==> config.mk <==
export PLATFORM = sky130hd
export DESIGN_NAME = cmd_frame_assembler
export DESIGN_NICKNAME = d
export VERILOG_FILES = /design/src/rtl/cmd_frame_pkg.sv /design/src/rtl/cmd_frame_assembler_gap_timer.sv /design/src/rtl/cmd_frame_assembler.sv
export SDC_FILE = /design/constraint.sdc
export NUM_CORES = 1
export LEC_CHECK = 0
export ABC_CLOCK_PERIOD_IN_PS = 2100
export CAP_MARGIN = 10
export CORE_UTILIZATION = 40
export DETAILED_ROUTE_END_ITERATION = 12
export GPL_TIMING_DRIVEN = 0
export MAX_ROUTING_LAYER = met4
export PLACE_DENSITY = 0.76
export SKIP_CTS_REPAIR_TIMING = 1
export SYNTH_ARGS = -nofsm -noshare
export SYNTH_HDL_FRONTEND = slang
export SYNTH_SLANG_ARGS = --single-unit
==> constraint.sdc <==
create_clock -name clk -period 2.1 [get_ports clk]
set_clock_uncertainty 0.1 [all_clocks]
set_input_delay 0.315 -clock clk [delete_from_list [all_inputs] [get_ports clk]]
set_output_delay 0.315 -clock clk [all_outputs]
set_load 0.01 [all_outputs]
==> src/rtl/cmd_frame_pkg.sv <==
// Shared constants for the command frame assembler: opcodes, frame kinds,
// FSM state encoding and the per-kind frame length.
package cmd_frame_pkg;

  localparam logic [7:0] OP_WR      = 8'hAA;
  localparam logic [7:0] OP_RD      = 8'hBB;
  localparam logic [7:0] OP_ALU     = 8'hCC;
  localparam logic [7:0] OP_ALU_NOP = 8'hDD;

  localparam logic [1:0] CMD_WR      = 2'd0;
  localparam logic [1:0] CMD_RD      = 2'd1;
  localparam logic [1:0] CMD_ALU     = 2'd2;
  localparam logic [1:0] CMD_ALU_NOP = 2'd3;

  localparam logic [1:0] ST_IDLE    = 2'd0;
  localparam logic [1:0] ST_COLLECT = 2'd1;
  localparam logic [1:0] ST_HOLD    = 2'd2;

  // Total bytes in a frame, opcode included.
  function automatic logic [2:0] frame_len(input logic [1:0] cmd);
    case (cmd)
      CMD_WR:  return 3'd3;
      CMD_RD:  return 3'd2;
      CMD_ALU: return 3'd4;
      default: return 3'd2;
    endcase
  endfunction

  function automatic logic opcode_known(input logic [7:0] op);
    return (op == OP_WR) || (op == OP_RD) || (op == OP_ALU) || (op == OP_ALU_NOP);
  endfunction

  function automatic logic [1:0] opcode_cmd(input logic [7:0] op);
    case (op)
      OP_RD:      return CMD_RD;
      OP_ALU:     return CMD_ALU;
      OP_ALU_NOP: return CMD_ALU_NOP;
      default:    return CMD_WR;
    endcase
  endfunction

endpackage

==> src/rtl/cmd_frame_assembler_gap_timer.sv <==
// Inter-byte gap counter: cleared on every byte, counts idle cycles and
// saturates at TIMEOUT_CYC-1, where it reports expiry.
module frame_gap_timer #(
  parameter int TIMEOUT_CYC = 1024,
  localparam int CNT_W = $clog2(TIMEOUT_CYC)
) (
  input  logic clk,
  input  logic rst,
  input  logic clear,
  input  logic enable,
  output logic expired
);

  logic [CNT_W-1:0] count;

  assign expired = (count == CNT_W'(TIMEOUT_CYC - 1));

  always_ff @(posedge clk) begin
    if (!rst) begin
      count <= '0;
    end else if (clear) begin
      count <= '0;
    end else if (enable && !expired) begin
      count <= count + 1'b1;
    end
  end

endmodule

==> src/rtl/cmd_frame_assembler.sv <==
// Assembles the synchronized UART RX byte stream into command frames and
// hands each one to the controller over a valid/ready handshake.
module cmd_frame_assembler
  import cmd_frame_pkg::*;
#(
  parameter int DATA_WIDTH  = 8,
  parameter int RF_ADDR     = 4,
  parameter int TIMEOUT_CYC = 1024
) (
  input  logic                  clk,
  input  logic                  rst,
  input  logic [DATA_WIDTH-1:0] rx_data,
  input  logic                  rx_valid,
  output logic                  frm_valid,
  input  logic                  frm_ready,
  output logic [1:0]            frm_cmd,
  output logic [RF_ADDR-1:0]    frm_addr,
  output logic [DATA_WIDTH-1:0] frm_wdata,
  output logic [DATA_WIDTH-1:0] frm_op_a,
  output logic [DATA_WIDTH-1:0] frm_op_b,
  output logic [3:0]            frm_alu_fun,
  output logic                  err_opcode,
  output logic                  err_timeout,
  output logic                  err_overrun
);

  logic [1:0] state;
  logic [1:0] byte_idx;
  logic       gap_expired;
  logic       last_byte;
  logic       take_opcode;
  logic [7:0] op_byte;

  assign op_byte   = rx_data[7:0];
  assign last_byte = ({1'b0, byte_idx} == frame_len(frm_cmd) - 3'd1);
  // A handshake frees the assembler in the same cycle, so a byte arriving
  // alongside frm_ready is treated as the next opcode rather than dropped.
  assign take_opcode = rx_valid &&
                       ((state == ST_IDLE) || ((state == ST_HOLD) && frm_ready));

  frame_gap_timer #(.TIMEOUT_CYC(TIMEOUT_CYC)) u_gap_timer (
    .clk     (clk),
    .rst     (rst),
    .clear   ((state != ST_COLLECT) || rx_valid),
    .enable  ((state == ST_COLLECT) && !rx_valid),
    .expired (gap_expired)
  );

  always_ff @(posedge clk) begin
    if (!rst) begin
      state       <= ST_IDLE;
      byte_idx    <= 2'd0;
      frm_valid   <= 1'b0;
      frm_cmd     <= 2'd0;
      frm_addr    <= '0;
      frm_wdata   <= '0;
      frm_op_a    <= '0;
      frm_op_b    <= '0;
      frm_alu_fun <= 4'd0;
      err_opcode  <= 1'b0;
      err_timeout <= 1'b0;
      err_overrun <= 1'b0;
    end else begin
      err_opcode  <= 1'b0;
      err_timeout <= 1'b0;
      err_overrun <= 1'b0;

      case (state)
        ST_COLLECT: begin
          if (rx_valid) begin
            case (frm_cmd)
              CMD_WR: begin
                if (byte_idx == 2'd1) frm_addr  <= rx_data[RF_ADDR-1:0];
                else                  frm_wdata <= rx_data;
              end
              CMD_RD: frm_addr <= rx_data[RF_ADDR-1:0];
              CMD_ALU: begin
                case (byte_idx)
                  2'd1:    frm_op_a    <= rx_data;
                  2'd2:    frm_op_b    <= rx_data;
                  default: frm_alu_fun <= rx_data[3:0];
                endcase
              end
              default: frm_alu_fun <= rx_data[3:0];
            endcase
            if (last_byte) begin
              state     <= ST_HOLD;
              frm_valid <= 1'b1;
              byte_idx  <= 2'd0;
            end else begin
              byte_idx <= byte_idx + 2'd1;
            end
          end else if (gap_expired) begin
            err_timeout <= 1'b1;
            state       <= ST_IDLE;
            byte_idx    <= 2'd0;
            frm_cmd     <= 2'd0;
            frm_addr    <= '0;
            frm_wdata   <= '0;
            frm_op_a    <= '0;
            frm_op_b    <= '0;
            frm_alu_fun <= 4'd0;
          end
        end
        ST_HOLD: begin
          if (frm_ready) begin
            frm_valid <= 1'b0;
            state     <= ST_IDLE;
            byte_idx  <= 2'd0;
          end else if (rx_valid) begin
            err_overrun <= 1'b1;
          end
        end
        ST_IDLE: ;
        default: state <= ST_IDLE;
      endcase

      if (take_opcode) begin
        if (opcode_known(op_byte)) begin
          frm_cmd     <= opcode_cmd(op_byte);
          frm_addr    <= '0;
          frm_wdata   <= '0;
          frm_op_a    <= '0;
          frm_op_b    <= '0;
          frm_alu_fun <= 4'd0;
          byte_idx    <= 2'd1;
          state       <= ST_COLLECT;
        end else begin
          err_opcode <= 1'b1;
        end
      end
    end
  end

endmodule
==> metrics.txt <==
DR vias/cell approximately 5.7; max frequency roughly 500 MHz; Net Sw Frac between 20% and 30%; Die X roughly 82 µm; combinational share of power between 10% and 20%; R2R setup slack 0.09 ns; CTS tree built; layout cells sized above 1 approximately 13%; Post-Syn Instances approximately 310; cell family with the largest share of critical-path delay buffers and inverters; Slew @ Worst Pin 0.486 ns; slowest CP cell clkdlybuf4s50_1; CTS sink cnt 52; Worst-path clk slew around 0.11 ns; CP peak stage delay approximately 0.66 ns; power consumption around 2 mW; Synth cell types 52; reg2reg end state[1]; Initial Util about 42%; die area ~6700 µm²; Hold Path Class in -> reg; post-detail-place hpwl 4770 µm; Reg power frac between 50% and 60%; vias approximately 2,600; most frequent cell after synthesis nand2_1; largest net degree at the start of global routing 18; Crit. End Element flop; Power Density a little under 600 nW/µm²; row count 28; worst reg-to-reg path cell count 8; Overflow after GRT 0; register area about 1000 µm²; Tmin final 2.01 ns; DRC violations left 0; Setup CP Type in -> reg; drt first pass iters 5; drt wl/cell between 15 and 20 µm; top cells by count, synth nand2_1, dfxtp_1, nand3_1; first-pass GRT wire length 10,700 µm; largest cells by area after synthesis dfxtp_1, nand2_1, a31oi_1; worst vdd ir ~0.33 mV; ys async rst share 0%; number of antenna violations at the first check in global routing 0; Crit Path Max Fanout 10; core area ~6000 µm²; worst endpoint required time approximately 2.2 ns; Util after Layout a little under three fifths; Max Root-Sink Buffers 2; clock power share between 30% and 40%; io pins 50; CTS Buf Count 5; fin area between 3000 and 4000 µm²; Seq/Total Area, Yosys about two fifths; H-tree level count 2; Setup violations, final 0; number of enable flip-flop cells after synthesis 0; WP buf/inv 3; final worst setup slack between 0.08 and 0.09 ns; critical path data arrival time 2.12 ns; Switch Pwr just over 0.5 mW; flop and latch count out of synthesis 52; internal power 1.52 mW; Inst Count DP 436; Cell Area, Placed around 3100 µm²; Post-synth top flop dfxtp_1; DRT iter0 DRCs 180; Slew HR between 60% and 70%; Skew-Pair Late Insertion Delay a little over 0.3 ns; wirelength, routed 6930 µm; Mapped Avg Cell Area 8.15 µm²; Post-Place Setup Slack -0.465 ns; P&R area growth vs syn 33.4%; Post-Layout Cell Count 454; Pleak 1.18 nW; yosys warns 0; status finished, final reports clean; Nets between 300 and 400; Cell Chain, Critical Path clkdlybuf4s50_1 > nand2_1 > a211oi_4 > a21o_1 > buf_2 > buf_4 > a31oi_1; Hold Vio Cnt, Final 0; Max Slew Vio Count 0; Hold Path Cell Cnt 3; multi-input logic area 1440 µm²; startpoint types primary input; Routed Antenna Nets 0; port buffer count 48; Routability Congestion 0.875; endpoint of the worst hold path frm_op_a[0]; # fillers around 550; root buffer cell clkbuf_8; HP Start rx_data[0]; antenna cell count 0; max cap viols 0; die height 81.9 µm; post-synthesis cell area ~2600 µm²; Net Count, Synth around 330; gr usage total 21.4%; final period utilization 95.7%; reg2reg start state[1]; leading area contributor after synthesis dfxtp_1; vias in the first global route 2,284; post-synth top area share ~41%
==> per-stage QoR <==
stage	setup TNS, ns	hold WS [ns]
floorplan	0	0.359
finish	0	0.272
global route	-0.00301	0.280
global placement	-10.49	0.374
detailed placement	-11.38	0.393
CTS	-3.39	0.263
==> cells by family after synthesis <==
family	after synthesis	synth area share (%)
muxes	8	3.19
and+or+nand+nor	159	31.0
DFF	52	40.8
xor gates and xnor gates	3	1.03
AOI/OAI and AO/OA	59	15.4
adders and majority gates	7	3.43
buffers and inverters	25	5.15
==> routing by layer <==
layer / track usage [%] / vias up / share of wire (%)
met2: 34.3 / 111 / 47
met4: 5.44 / 0 / 1.8
met1: 27.8 / 1191 / 46
met3: 3.44 / 19 / 5.3
li1: - / 1255 / -
met5: - / - / 0
==> power by group through the flow <==
stage          Sequential, mW  Combinational (mW)  Clock [mW]
4_1_cts                  1.06               0.242       0.729
6_report                 1.06               0.252       0.717
2_1_floorplan            1.09              0.0915           0
3_5_place_dp             1.08               0.241           0
3_3_place_gp             1.08               0.235           0
5_1_grt                  1.06               0.274       0.773
==> cell type report <==
class / count / area share (%)
timing repair buffer: 58 / 17.0
inverter: 9 / 1.10
sequential: 52 / 30.6
clock inverter: 3 / 1.36
clock buffer: 5 / 2.02
multi-input combinational: 236 / 42.2
tap: 75 / 2.76
buffer: 16 / 2.94
==> worst max path at each step <==
stage	start	endpoint	slack (ns)	depth (start not counted)
floorplan	state[1]	frm_alu_fun[3]	0.26	8
global placement	rx_data[2]	frm_op_a[3]	-0.42	7
detailed placement	rx_data[2]	frm_op_b[5]	-0.47	7
CTS	state[1]	frm_wdata[6]	-0.21	8
global route	state[1]	state[1]	-0.003	8
finish	rx_data[3]	frm_op_b[5]	0.09	7
==> flip-flops by register name, summed over array words and instances (netlist names) <==
register           flops
u_gap_timer.count     10
frm_op_a               8
frm_op_b               8
frm_wdata              8
frm_addr               4
frm_alu_fun            4
byte_idx               2
frm_cmd                2
state                  2
err_opcode             1
err_overrun            1
err_timeout            1
frm_valid              1
==> tightest hold or removal path, cell delays in order <==
cell,delay [ns]
clkbuf_2,0.18
nand2_1,0.09
a31oi_1,0.06
==> placed cells by master, fill, tap and decap left out, types with 3 or more instances in the layout <==
| master | netlist | routed |
|---|---|---|
| a21oi_1 | 6 | 6 |
| a31oi_1 | 32 | 32 |
| buf_2 | 8 | 8 |
| buf_4 | 1 | 10 |
| buf_6 | 3 | 3 |
| clkbuf_2 | 1 | 3 |
| clkbuf_8 | 0 | 5 |
| clkdlybuf4s50_1 | 0 | 44 |
| dfxtp_1 | 52 | 51 |
| dlymetal6s2s_1 | 0 | 4 |
| ha_1 | 7 | 6 |
| inv_1 | 9 | 8 |
| mux2i_1 | 7 | 7 |
| nand2_1 | 64 | 64 |
| nand2b_1 | 4 | 4 |
| nand3_1 | 36 | 36 |
| nand4_1 | 3 | 3 |
| nand4b_1 | 3 | 3 |
| nor2_1 | 17 | 15 |
| nor2b_1 | 6 | 6 |
| nor3_1 | 8 | 8 |
| o21ai_0 | 5 | 5 |
| or3_1 | 3 | 3 |
No activity file was read; power rests on OpenSTA's default activity.
